### src/rtl/uart_rx_cmd_ctrl_if.sv
// Bus bundle between the UART command sequencer and its neighbours:
// the UART receiver, the register file, the ALU and the UART transmitter.
interface uart_rx_cmd_ctrl_if #(
  parameter int unsigned DATA_W = 8,
  parameter int unsigned ADDR_W = 4
);
  logic [DATA_W-1:0]   rx_p_data;
  logic                rx_d_valid;
  logic                rx_par_err;
  logic                rx_stp_err;
  logic [DATA_W-1:0]   rf_rd_data;
  logic                rf_rd_valid;
  logic [2*DATA_W-1:0] alu_out;
  logic                alu_valid;
  logic                tx_ready;
  logic                rf_wr_en;
  logic                rf_rd_en;
  logic [ADDR_W-1:0]   rf_addr;
  logic [DATA_W-1:0]   rf_wr_data;
  logic                alu_en;
  logic [3:0]          alu_fun;
  logic                clk_gate_en;
  logic [DATA_W-1:0]   tx_data;
  logic                tx_valid;
  logic                frame_err;

  // Sequencer side
  modport master (
    input  rx_p_data, rx_d_valid, rx_par_err, rx_stp_err,
    input  rf_rd_data, rf_rd_valid, alu_out, alu_valid, tx_ready,
    output rf_wr_en, rf_rd_en, rf_addr, rf_wr_data, alu_en, alu_fun,
    output clk_gate_en, tx_data, tx_valid, frame_err
  );

  // Environment side (receiver, register file, ALU, transmitter)
  modport slave (
    output rx_p_data, rx_d_valid, rx_par_err, rx_stp_err,
    output rf_rd_data, rf_rd_valid, alu_out, alu_valid, tx_ready,
    input  rf_wr_en, rf_rd_en, rf_addr, rf_wr_data, alu_en, alu_fun,
    input  clk_gate_en, tx_data, tx_valid, frame_err
  );
endinterface

### src/rtl/uart_rx_cmd_ctrl.sv
// UART command sequencer: parses received bytes into register-file and ALU
// commands and returns read/ALU results to the transmitter. Frames with a
// parity/stop error or an inter-byte timeout are dropped with frame_err.
module uart_rx_cmd_ctrl #(
  parameter int unsigned DATA_W  = 8,
  parameter int unsigned ADDR_W  = 4,
  parameter int unsigned TIMEOUT = 4096
) (
  input logic            clk,
  input logic            rst,
  uart_rx_cmd_ctrl_if.master bus
);

  localparam int unsigned CNT_W = (TIMEOUT > 2) ? $clog2(TIMEOUT) : 1;
  localparam logic [CNT_W-1:0]  CntMax = CNT_W'(TIMEOUT - 1);
  localparam logic [DATA_W-1:0] OpWr   = DATA_W'(8'hAA);
  localparam logic [DATA_W-1:0] OpRd   = DATA_W'(8'hBB);
  localparam logic [DATA_W-1:0] OpAlu  = DATA_W'(8'hCC);
  localparam logic [DATA_W-1:0] OpAluN = DATA_W'(8'hDD);

  typedef enum logic [3:0] {
    StIdle, StWrAddr, StWrData, StRdAddr, StRdWait,
    StAluA, StAluB, StAluFun, StAluWait, StTxLo, StTxHi
  } state_e;

  state_e            state_q, state_d;
  logic [CNT_W-1:0]  cnt_q, cnt_d;
  logic              rf_wr_en_q, rf_wr_en_d;
  logic              rf_rd_en_q, rf_rd_en_d;
  logic [ADDR_W-1:0] rf_addr_q, rf_addr_d;
  logic [DATA_W-1:0] rf_wr_data_q, rf_wr_data_d;
  logic              alu_en_q, alu_en_d;
  logic [3:0]        alu_fun_q, alu_fun_d;
  logic              clk_gate_en_q, clk_gate_en_d;
  logic [DATA_W-1:0] tx_data_q, tx_data_d;
  logic              tx_valid_q, tx_valid_d;
  logic              frame_err_q, frame_err_d;
  logic [DATA_W-1:0] hi_q, hi_d;        // ALU result high byte awaiting TX_HI
  logic              is_alu_q, is_alu_d; // TX_LO carries an ALU result

  logic collecting, byte_ok, byte_bad, timeout;

  assign collecting = (state_q == StWrAddr) || (state_q == StWrData) ||
                      (state_q == StRdAddr) || (state_q == StAluA)   ||
                      (state_q == StAluB)   || (state_q == StAluFun);
  assign byte_ok  = bus.rx_d_valid & ~bus.rx_par_err & ~bus.rx_stp_err;
  assign byte_bad = bus.rx_d_valid & (bus.rx_par_err | bus.rx_stp_err);
  assign timeout  = collecting & ~bus.rx_d_valid & (cnt_q == CntMax);

  // Next-state, strobe and held-output decode
  always_comb begin
    state_d      = state_q;
    cnt_d        = '0;
    rf_wr_en_d   = 1'b0;
    rf_rd_en_d   = 1'b0;
    alu_en_d     = 1'b0;
    frame_err_d  = 1'b0;
    rf_addr_d    = rf_addr_q;
    rf_wr_data_d = rf_wr_data_q;
    alu_fun_d    = alu_fun_q;
    tx_data_d    = tx_data_q;
    tx_valid_d   = tx_valid_q;
    hi_d         = hi_q;
    is_alu_d     = is_alu_q;

    // Inter-byte counter restarts on every byte and runs only while collecting
    if (collecting && !bus.rx_d_valid && !timeout) begin
      cnt_d = cnt_q + 1'b1;
    end

    unique case (state_q)
      StIdle: begin
        // Error bytes in IDLE are silently ignored
        if (byte_ok) begin
          if (bus.rx_p_data == OpWr) begin
            state_d = StWrAddr;
          end else if (bus.rx_p_data == OpRd) begin
            state_d = StRdAddr;
          end else if (bus.rx_p_data == OpAlu) begin
            state_d = StAluA;
          end else if (bus.rx_p_data == OpAluN) begin
            state_d = StAluFun;
          end else begin
            frame_err_d = 1'b1;
          end
        end
      end
      StWrAddr: begin
        if (byte_ok) begin
          rf_addr_d = bus.rx_p_data[ADDR_W-1:0];
          state_d   = StWrData;
        end
      end
      StWrData: begin
        if (byte_ok) begin
          rf_wr_data_d = bus.rx_p_data;
          rf_wr_en_d   = 1'b1;
          state_d      = StIdle;
        end
      end
      StRdAddr: begin
        if (byte_ok) begin
          rf_addr_d  = bus.rx_p_data[ADDR_W-1:0];
          rf_rd_en_d = 1'b1;
          state_d    = StRdWait;
        end
      end
      StRdWait: begin
        if (bus.rf_rd_valid) begin
          tx_data_d  = bus.rf_rd_data;
          tx_valid_d = 1'b1;
          is_alu_d   = 1'b0;
          state_d    = StTxLo;
        end
      end
      StAluA: begin
        if (byte_ok) begin
          rf_addr_d    = '0;
          rf_wr_data_d = bus.rx_p_data;
          rf_wr_en_d   = 1'b1;
          state_d      = StAluB;
        end
      end
      StAluB: begin
        if (byte_ok) begin
          rf_addr_d    = ADDR_W'(1);
          rf_wr_data_d = bus.rx_p_data;
          rf_wr_en_d   = 1'b1;
          state_d      = StAluFun;
        end
      end
      StAluFun: begin
        if (byte_ok) begin
          alu_fun_d = bus.rx_p_data[3:0];
          alu_en_d  = 1'b1;
          state_d   = StAluWait;
        end
      end
      StAluWait: begin
        if (bus.alu_valid) begin
          tx_data_d  = bus.alu_out[DATA_W-1:0];
          hi_d       = bus.alu_out[2*DATA_W-1:DATA_W];
          tx_valid_d = 1'b1;
          is_alu_d   = 1'b1;
          state_d    = StTxLo;
        end
      end
      StTxLo: begin
        if (bus.tx_ready) begin
          if (is_alu_q) begin
            tx_data_d = hi_q;
            state_d   = StTxHi;
          end else begin
            tx_valid_d = 1'b0;
            state_d    = StIdle;
          end
        end
      end
      StTxHi: begin
        if (bus.tx_ready) begin
          tx_valid_d = 1'b0;
          state_d    = StIdle;
        end
      end
      default: state_d = StIdle;
    endcase

    // A bad byte or a timeout aborts the frame being collected
    if (collecting && (byte_bad || timeout)) begin
      state_d     = StIdle;
      frame_err_d = 1'b1;
      rf_wr_en_d  = 1'b0;
      rf_rd_en_d  = 1'b0;
      alu_en_d    = 1'b0;
    end

    clk_gate_en_d = (state_d == StAluFun) || (state_d == StAluWait);
  end

  // State and registered outputs, synchronous active-low reset
  always_ff @(posedge clk) begin
    if (!rst) begin
      state_q       <= StIdle;
      cnt_q         <= '0;
      rf_wr_en_q    <= 1'b0;
      rf_rd_en_q    <= 1'b0;
      rf_addr_q     <= '0;
      rf_wr_data_q  <= '0;
      alu_en_q      <= 1'b0;
      alu_fun_q     <= '0;
      clk_gate_en_q <= 1'b0;
      tx_data_q     <= '0;
      tx_valid_q    <= 1'b0;
      frame_err_q   <= 1'b0;
      hi_q          <= '0;
      is_alu_q      <= 1'b0;
    end else begin
      state_q       <= state_d;
      cnt_q         <= cnt_d;
      rf_wr_en_q    <= rf_wr_en_d;
      rf_rd_en_q    <= rf_rd_en_d;
      rf_addr_q     <= rf_addr_d;
      rf_wr_data_q  <= rf_wr_data_d;
      alu_en_q      <= alu_en_d;
      alu_fun_q     <= alu_fun_d;
      clk_gate_en_q <= clk_gate_en_d;
      tx_data_q     <= tx_data_d;
      tx_valid_q    <= tx_valid_d;
      frame_err_q   <= frame_err_d;
      hi_q          <= hi_d;
      is_alu_q      <= is_alu_d;
    end
  end

  assign bus.rf_wr_en    = rf_wr_en_q;
  assign bus.rf_rd_en    = rf_rd_en_q;
  assign bus.rf_addr     = rf_addr_q;
  assign bus.rf_wr_data  = rf_wr_data_q;
  assign bus.alu_en      = alu_en_q;
  assign bus.alu_fun     = alu_fun_q;
  assign bus.clk_gate_en = clk_gate_en_q;
  assign bus.tx_data     = tx_data_q;
  assign bus.tx_valid    = tx_valid_q;
  assign bus.frame_err   = frame_err_q;

endmodule
### src/flat_wrapper.sv
// flat-port wrapper written by rule: the top's interface ports become plain ports
module uart_rx_cmd_ctrl_flat 
#(
  parameter int unsigned DATA_W  = 8,
  parameter int unsigned ADDR_W  = 4,
  parameter int unsigned TIMEOUT = 4096
)
  (clk, rst, bus_rx_p_data, bus_rx_d_valid, bus_rx_par_err, bus_rx_stp_err, bus_rf_rd_data, bus_rf_rd_valid, bus_alu_out, bus_alu_valid, bus_tx_ready, bus_rf_wr_en, bus_rf_rd_en, bus_rf_addr, bus_rf_wr_data, bus_alu_en, bus_alu_fun, bus_clk_gate_en, bus_tx_data, bus_tx_valid, bus_frame_err);
  uart_rx_cmd_ctrl_if #(.DATA_W(DATA_W), .ADDR_W(ADDR_W)) bus_i ();
  input logic clk;
  input logic rst;
  input wire logic [$bits(bus_i.rx_p_data)-1:0] bus_rx_p_data;
  input wire logic [$bits(bus_i.rx_d_valid)-1:0] bus_rx_d_valid;
  input wire logic [$bits(bus_i.rx_par_err)-1:0] bus_rx_par_err;
  input wire logic [$bits(bus_i.rx_stp_err)-1:0] bus_rx_stp_err;
  input wire logic [$bits(bus_i.rf_rd_data)-1:0] bus_rf_rd_data;
  input wire logic [$bits(bus_i.rf_rd_valid)-1:0] bus_rf_rd_valid;
  input wire logic [$bits(bus_i.alu_out)-1:0] bus_alu_out;
  input wire logic [$bits(bus_i.alu_valid)-1:0] bus_alu_valid;
  input wire logic [$bits(bus_i.tx_ready)-1:0] bus_tx_ready;
  output wire logic [$bits(bus_i.rf_wr_en)-1:0] bus_rf_wr_en;
  output wire logic [$bits(bus_i.rf_rd_en)-1:0] bus_rf_rd_en;
  output wire logic [$bits(bus_i.rf_addr)-1:0] bus_rf_addr;
  output wire logic [$bits(bus_i.rf_wr_data)-1:0] bus_rf_wr_data;
  output wire logic [$bits(bus_i.alu_en)-1:0] bus_alu_en;
  output wire logic [$bits(bus_i.alu_fun)-1:0] bus_alu_fun;
  output wire logic [$bits(bus_i.clk_gate_en)-1:0] bus_clk_gate_en;
  output wire logic [$bits(bus_i.tx_data)-1:0] bus_tx_data;
  output wire logic [$bits(bus_i.tx_valid)-1:0] bus_tx_valid;
  output wire logic [$bits(bus_i.frame_err)-1:0] bus_frame_err;
  assign bus_i.rx_p_data = bus_rx_p_data;
  assign bus_i.rx_d_valid = bus_rx_d_valid;
  assign bus_i.rx_par_err = bus_rx_par_err;
  assign bus_i.rx_stp_err = bus_rx_stp_err;
  assign bus_i.rf_rd_data = bus_rf_rd_data;
  assign bus_i.rf_rd_valid = bus_rf_rd_valid;
  assign bus_i.alu_out = bus_alu_out;
  assign bus_i.alu_valid = bus_alu_valid;
  assign bus_i.tx_ready = bus_tx_ready;
  assign bus_rf_wr_en = bus_i.rf_wr_en;
  assign bus_rf_rd_en = bus_i.rf_rd_en;
  assign bus_rf_addr = bus_i.rf_addr;
  assign bus_rf_wr_data = bus_i.rf_wr_data;
  assign bus_alu_en = bus_i.alu_en;
  assign bus_alu_fun = bus_i.alu_fun;
  assign bus_clk_gate_en = bus_i.clk_gate_en;
  assign bus_tx_data = bus_i.tx_data;
  assign bus_tx_valid = bus_i.tx_valid;
  assign bus_frame_err = bus_i.frame_err;
  uart_rx_cmd_ctrl #(.DATA_W(DATA_W), .ADDR_W(ADDR_W), .TIMEOUT(TIMEOUT)) u_core (.clk(clk), .rst(rst), .bus(bus_i));
endmodule
### config.mk
export PLATFORM = sky130hd
export DESIGN_NAME = uart_rx_cmd_ctrl_flat
export DESIGN_NICKNAME = d
export VERILOG_FILES = /design/src/rtl/uart_rx_cmd_ctrl_if.sv /design/src/rtl/uart_rx_cmd_ctrl.sv /design/src/flat_wrapper.sv
export SDC_FILE = /design/constraint.sdc
export NUM_CORES = 1
export LEC_CHECK = 0
export ABC_AREA = 1
export ABC_CLOCK_PERIOD_IN_PS = 3800
export CORE_MARGIN = 3
export CORE_UTILIZATION = 45
export CTS_CLUSTER_DIAMETER = 120
export DETAILED_ROUTE_END_ITERATION = 10
export PLACE_DENSITY = 0.84
export SYNTH_ARGS = -nofsm -noshare
export SYNTH_HDL_FRONTEND = slang
export SYNTH_SLANG_ARGS = --single-unit
### constraint.sdc
create_clock -name clk -period 3.8 [get_ports clk]
set_input_delay 0.95 -clock clk [delete_from_list [all_inputs] [get_ports clk]]
set_output_delay 0.95 -clock clk [all_outputs]
set_load 0.01 [all_outputs]
==> summary.md, run 1 <==
| Metric | Value |
|---|---|
| Cts repair resizes | 0 |
| Worst Path Arrival | 2790 ps |
| Critical R2R Launch | u_core.state_q[3] |
| Largest family of logic cells by synthesized area | simple AND/OR/NAND/NOR gates |
| Clock transition at path regs | 110 ps |
| Adder-Cell Fraction of Synth Area | 0.00474 |
| Leakage | 1.46 nW |
| Min-Delay Endpoint | u_core.hi_q[2] |
| CP Capture Type | flop |
| Most frequent cells in the layout | 97 x nand2_1, 69 x clkdlybuf4s50_1, 59 x nor2_1 |
| Seq/Total Area, Yosys | 0.417 |
| Starting Density | 0.471 |
| Die Wd | 82.6 um |
| Vias in the first global route | 2437 |
| Sink Count | 55 |
| Initial antenna violation count | 0 |
| Max_cap viols | 0 |
| HP Class | flop to flop |
| RR Endpoint | u_core.bus.clk_gate_en |
| Post-Synth Simple-Gate Area | 0.305 |
| Chip height | around 83 um |
| Reg2Reg Depth | 10 |
| Syn_area_per_cell | 6.79 um2 |
| Routed WL | 6.60 mm |
| Min Tclk post-route | 2530 ps |
| DR WL/cell | 12.5 um |
| GR Util All Layers | 0.200 |
| Internal | approximately 0.00076 W |
| Net Switching | between 0.0002 and 0.00025 W |
| Total grt overflow | 0 |
| Final Hold Violating Endpoints | 0 |
| Slew margin rel. | 0.491 |
| Rows | 27 |
| P&R area growth vs syn | 31.4% |
| Worst hold stages | 2 |
| Vias | 2672 |
| Combinational share of power | 0.083 |
| Final Cell Area | ~0.0035 mm2 |
| H-Tree Depth | 2 |
| Worst slew pin tran | 761 ps |
| Port-buffer cells | 69 |
| Synth Cell Area | 0.00264 mm2 |
| Post-route DRC violation count | 0 |
| CTS tree | built |
| Final period utilization | 0.665 |
| Nets | 498 |
| Post-synthesis mux area share | 0 |
| # hold bufs at CTS | 0 |
| Sequential Power Share | 0.576 |
| Iteration-0 DRC Markers | 134 |
| Gate Count Post-Synth | approximately 390 |
| Core box area | 0.00561 mm2 |
| CTS buffer count | 5 |
| DRT Pass-1 Iters | 5 |
| Post-DP HPWL | 5.02 mm |
| First-pass GRT wire length | ~11 mm |
| Synth cell types | 31 |
| Most common cell after layout, fill and taps aside | nand2_1 |
| Clock Latency Late Sink | 310 ps |
| GP Congestion | 0.877 |
| Worst EP required | around 4100 ps |
| Max Slew Vio Count | 0 |
| Syn nets | 430 |
| IO Pins | 70 |
| Post-CTS Setup Repair Bufs | 0 |
| Endpoints failing setup | 0 |
| Die ar. | around 0.0068 mm2 |
| Yosys warnings | 0 |
| Status | completed |
| Hold_sp | u_core.hi_q[2] |
| Sw Share | 0.242 |
| Type of origin of the critical path | flop |
| FMAX | 396 MHz |
| CTS max path bufs | 2 |
| Layout cell share with drive strength beyond 1 | 0.0590 |
| Final TNS setup | 0 ps |
| Max VDD drop | 0.198 mV |
| Clock power frac | 0.341 |
| Placement Cell Area | 0.00337 mm2 |
| Compound-cell area share of the yosys netlist | 0.173 |
| Flop-to-flop setup slack | 1270 ps |
| Maximum number of pins on one net before global-route repair | 29 |
| PD cells | slightly below 300 mW/mm2 |
| Clock root buffer | clkbuf_8 |
| Vias per std cell | around 5.0 |
| RSZ-0062 raised after global routing | no |
| Critical path class | flop to flop |
| #FFs+latches synth | 55 |
| Crit Path Max Fanout | 16 |
| Post-synthesis xor/xnor area fraction | 0.0133 |
| Antenna fix cells | 0 |
| ANT nets after route | 0 |
| Clk_skew | slightly above 10 ps |
==> power groups by stage <==
stage	combinational, W	clock (W)	sequential (W)
finish	0.0000838	0.000343	0.000578
global route	0.0000909	0.000369	0.000578
CTS	0.0000837	0.000350	0.000578
detailed placement	0.0000833	0	0.000591
global placement	0.0000830	0	0.000591
floorplan	0.0000293	0	0.000592
==> worst max-delay path by stage <==
stage                           start                      to  slack (ps)
floorplan              bus_rx_stp_err  u_core.bus.clk_gate_en        1810
global placement       bus_rx_stp_err  u_core.bus.clk_gate_en        1120
detailed placement     bus_rx_stp_err  u_core.bus.clk_gate_en        1050
CTS                 u_core.state_q[3]  u_core.bus.clk_gate_en        1250
global route        u_core.state_q[3]  u_core.bus.clk_gate_en         930
finish              u_core.state_q[3]  u_core.bus.clk_gate_en        1270
==> flip-flops by register name, summed over array words and instances (netlist names), 4 cells and up <==
register / count
u_core.bus.alu_fun: 4
u_core.bus.rf_addr: 4
u_core.bus.rf_wr_data: 8
u_core.bus.tx_data: 8
u_core.cnt_q: 12
u_core.hi_q: 8
u_core.state_q: 4
==> layout make-up <==
cell class,instances,area [um2]
inverters,46,173
clock buffers,5,68.8
well taps,72,90.1
clock inverters,3,28.8
repair buffers,70,698
multi-input cells,279,1310
fillers,536,2140
flip-flops and latches,55,1100
==> worst max-delay path, cell delays in order (launching register included) <==
cell	delay [ps]
dfxtp_1	510
nand2_2	140
nor2_1	610
nand2_1	520
nand3_1	270
a21oi_1	60
nand2_1	100
nand2_1	70
nor2_1	90
nand2_1	50
nand2_1	60
==> per-layer routing <==
metal,track usage,vias up,wire (um)
met3,0.0456,6,468
met5,0,-,0
li1,-,1391,-
met4,0.0572,0,78
met2,0.354,94,3250
met1,0.240,1181,2810
==> cell families (layout without fill, tap and decap cells) <==
group | after synthesis | in the layout
adder cells (fa/ha/maj) | 1 | 1
AND/OR/NAND/NOR | 192 | 192
buffers and inverters | 55 | 124
AO/OA/AOI/OAI | 82 | 82
flip-flops | 55 | 55
XOR/XNOR | 4 | 4
==> metrics by stage <==
step,std cells,util,hold WS (ps),setup WS (ps),power [W]
4_1_cts,530,0.618,455,1250,0.00101
6_report,530,0.618,458,1270,0.00100
5_1_grt,530,0.618,475,934,0.00104
3_5_place_dp,522,0.601,441,1050,0.000675
2_1_floorplan,389,-,418,1810,0.000621
3_3_place_gp,522,0.601,434,1120,0.000674
==> cell usage after synthesis <==
master	count	area share
nand2_1	97	0.14
nor2_1	59	0.084
dfxtp_1	55	0.42
a21oi_1	42	0.080
inv_1	40	0.057
o21ai_0	27	0.051
nand3_1	14	0.027
nor3_1	6	0.011
inv_2	5	0.0071
nand4_1	5	0.012
o21ai_2	5	0.017
clkbuf_1	4	0.0057
nand2_2	4	0.0095
xor2_1	3	0.010
a211oi_1	2	0.0057
a221oi_1	2	0.0066
buf_2	2	0.0038
buf_6	2	0.0085
nor3b_1	2	0.0057
o21ai_1	2	0.0038
a21oi_2	1	0.0033
and3_1	1	0.0024
clkdlybuf4s18_1	1	0.0038
clkinv_1	1	0.0014
ha_1	1	0.0047
nand3b_1	1	0.0028
nor2_4	1	0.0043
nor3_4	1	0.0062
nor4_1	1	0.0024
o21ai_4	1	0.0062
xnor2_1	1	0.0033
(Power assumes the default switching activity.)
==> run 2: changes to the inputs <==
--- a/config.mk
+++ b/config.mk
@@ -6,12 +6,12 @@
 export NUM_CORES = 1
 export LEC_CHECK = 0
 export ABC_AREA = 1
-export ABC_CLOCK_PERIOD_IN_PS = 3800
+export ABC_CLOCK_PERIOD_IN_PS = 2300
 export CORE_MARGIN = 3
-export CORE_UTILIZATION = 45
+export CORE_UTILIZATION = 44
 export CTS_CLUSTER_DIAMETER = 120
 export DETAILED_ROUTE_END_ITERATION = 10
-export PLACE_DENSITY = 0.84
+export PLACE_DENSITY = 0.85
 export SYNTH_ARGS = -nofsm -noshare
 export SYNTH_HDL_FRONTEND = slang
 export SYNTH_SLANG_ARGS = --single-unit
==> constraint.sdc (replaced) <==
create_clock -name clk -period 2.3 [get_ports clk]
set_input_delay 0.575 -clock clk [delete_from_list [all_inputs] [get_ports clk]]
set_output_delay 0.575 -clock clk [all_outputs]
set_load 0.01 [all_outputs]
==> run 2 against run 1 <==
Net effect:
- flip-flop and latch count did not move
- cell area is 2.2% higher
- first-iteration DRC count grew 58%
- non-clock buffer count increased by 8
- sequential power is 65% higher
- setup slack got worse by 970 ps
- routed wire length grew 4.7%
- final cell count grew 1.5%
- via count increased by 3.4%
- global-route usage decreased by 0.15 points
- core utilization increased by 0.96 points
- worst hold slack got worse by 5.2 ps
- highest routed layer unchanged
==> summary.md, run 2 (synthesis gave the netlist of run 1 again) <==
| Metric | Value |
|---|---|
| Final period utilization | 0.869 |
| RSZ-0062 raised after global routing | no (unchanged) |
| Max_cap viols | 0 (unchanged) |
| P&R area growth vs syn | 34.2% (was 31.4%) |
| Max Slew Vio Count | 0 (unchanged) |
| Worst hold stages | 1 (was 2) |
| Min Tclk post-route | 2000 ps |
| Clock Latency Late Sink | 310 ps (about the same) |
| Vias | 2762 (was 2672) |
| Clock transition at path regs | 100 ps (was 110 ps) |
| Initial antenna violation count | 0 (unchanged) |
| Hold_sp | u_core.cnt_q[0] (was u_core.hi_q[2]) |
| Finished Layout Cells | 538 (was 530) |
| Worst Path Arrival | 2210 ps (was 2790 ps) |
| Worst path cell trace | clkdlybuf4s50_1, inv_1, nand2_1, nor2_1, o21ai_0, nand3_1, nand2_1, nand2_1, nand2_1, nor2_1, nand2_1, nand2_1 (was nand2_2, nor2_1, nand2_1, nand3_1, a21oi_1, nand2_1, nand2_1, nor2_1, nand2_1, nand2_1) |
| Clock root buffer | clkbuf_8 (unchanged) |
| H-Tree Depth | 2 (unchanged) |
| DRT Pass-1 Iters | 4 (was 5) |
| Chip height | 83.5 um (was 82.6 um) |
| Most frequent cells in the layout | 97 x nand2_1, 69 x clkdlybuf4s50_1, 59 x nor2_1 (unchanged) |
| Endpoints failing setup | 0 (unchanged) |
| Die ar. | 0.00697 mm2 (was 0.00682 mm2) |
| Critical R2R Launch | u_core.cnt_q[0] (was u_core.state_q[3]) |
| # hold bufs at CTS | 0 (unchanged) |
| Starting Density | 0.468 (was 0.471) |
| Minimum hold slack | 453 ps (was 458 ps) |
| Flop-to-flop setup slack | 530 ps (was 1270 ps) |
| Type of origin of the critical path | primary input (was flop) |
| Iteration-0 DRC Markers | 212 (was 134) |
| Final Hold Violating Endpoints | 0 (unchanged) |
| Port-buffer cells | 69 (unchanged) |
| Reg2Reg Depth | 8 (was 10) |
| GR Util All Layers | 0.198 (was 0.200) |
| Reg with most FFs | u_core.cnt_q (unchanged) |
| Delay-heaviest family, CP | buffers and inverters (was simple AND/OR/NAND/NOR gates) |
| Post-CTS Setup Repair Bufs | 0 (unchanged) |
| Sink Count | 55 (unchanged) |
| PD cells | 491 mW/mm2 (was 290 mW/mm2) |
| CP Capture Type | flop (unchanged) |
| Most common cell after layout, fill and taps aside | nand2_1 (unchanged) |
| Maximum number of pins on one net before global-route repair | 29 (unchanged) |
| Worst EP required | 2510 ps (was 4060 ps) |
| Total power | 0.00174 W (was 0.00100 W) |
| DR WL/cell | 12.8 um (was 12.5 um) |
| Slew margin rel. | 0.691 (was 0.491) |
| Leakage | 1.51 nW (was 1.46 nW) |
| First-pass GRT wire length | 11.5 mm (was 10.6 mm) |
| Die Wd | 83.5 um (was 82.6 um) |
| Total grt overflow | 0 (unchanged) |
| CP max-delay cell | clkdlybuf4s50_1 (was nor2_1) |
| Nets | 506 (was 498) |
| Post-route DRC violation count | 0 (unchanged) |
| ANT nets after route | 0 (unchanged) |
| GP Congestion | 0.916 (was 0.877) |
| Core box area | 0.00564 mm2 (was 0.00561 mm2) |
| HP Class | flop to flop (unchanged) |
| CTS max path bufs | 2 (unchanged) |
| Vias in the first global route | 2587 (was 2437) |
| Dpl cells | 530 (was 522) |
| CTS tree | built (unchanged) |
| Final TNS setup | 0 ps (unchanged) |
| Max FFs per register | 12 (unchanged) |
| Worst path max stage delay | 560 ps (was 610 ps) |
| Min-Delay Endpoint | u_core.cnt_q[0] (was u_core.hi_q[2]) |
| WP buf/inv | 2 (was 0) |
| CTS buffer count | 5 (unchanged) |
| Post-DP HPWL | 5.23 mm (was 5.02 mm) |
| FMAX | approximately 500 MHz |
| Vias per std cell | 5.13 (was 5.04) |
| Most frequent CP cell | nand2_1 (unchanged) |
| RR Endpoint | u_core.cnt_q[11] (was u_core.bus.clk_gate_en) |
| Worst slew pin tran | 462 ps (was 761 ps) |
| IO Pins | 70 (unchanged) |
| Max VDD drop | 0.270 mV (was 0.198 mV) |
| Layout cell share with drive strength beyond 1 | 0.0751 (was 0.0590) |
| Antenna fix cells | 0 (unchanged) |
| Finished Core Util | 0.628 (was 0.618) |
| Status | completed (unchanged) |
| Rows | 27 (unchanged) |
| Crit Path Max Fanout | 5 (was 16) |
| Clk_skew | 14.1 ps (was 10.2 ps) |
| Routed WL | 6.91 mm (was 6.60 mm) |
| Cts repair resizes | 0 (unchanged) |
| Critical path class | primary input to flop (was flop to flop) |
-- run 2: cell count changes in the layout (fill, tap and decap cells not counted), sizes merged --
| cell | before | now |
|---|---|---|
| buf | 1 | 9 |
| bufinv | 0 | 1 |
| inv | 46 | 45 |
-- run 2: layout make-up --
cell class	instances	area [um2]
Sequential cell	55	1100
Multi-Input combinational cell	279	1310
Fill cell	520	2100
Clock buffer	5	68.8
Clock inverter	3	43.8
Tap cell	72	90.1
Inverter	46	173
Timing Repair Buffer	78	758
-- run 2: power by group --
| part | internal, W | switching, W | total, W |
|---|---|---|---|
| registers | 0.000954 | 0.00000123 | 0.000955 |
| logic | 0.0000816 | 0.0000613 | 0.000143 |
| clock network | 0.000325 | 0.000318 | 0.000643 |
| total | 0.00136 | 0.000381 | 0.00174 |
-- run 2: worst reg2reg max path, delay by kind of cell, from the launching register on --
kind          cells  cell delay [ps]
fa+ha+maj         1              180
buf+inv           1               70
flops             1              360
simple gates      6             1060
-- run 2: layer usage --
metal,vias to the layer above,global-route usage,routed length (um)
met3,17,0.0434,477
met4,0,0.0614,143
li1,1397,-,-
met5,-,0,0
met2,97,0.351,3290
met1,1251,0.239,3000
-- run 2: worst max path at each step --
| stage | from | to | cells past startpoint |
|---|---|---|---|
| after floorplan | bus_rx_stp_err | u_core.bus.clk_gate_en | 11 |
| after global placement | bus_rx_p_data[0] | u_core.bus.clk_gate_en | 13 |
| after detailed placement | bus_rx_p_data[0] | u_core.bus.clk_gate_en | 13 |
| after CTS | bus_rx_p_data[0] | u_core.bus.clk_gate_en | 12 |
| after global routing | bus_rx_p_data[0] | u_core.bus.clk_gate_en | 13 |
| final | bus_rx_p_data[0] | u_core.bus.clk_gate_en | 12 |
-- run 2: metrics by stage --
step / setup slack [ps] / instance area (um2)
floorplan: 686 / 2640
global placement: 137 / 3430
detailed placement: 30.3 / 3430
CTS: 321 / 3540
global route: 129 / 3540
finish: 301 / 3540
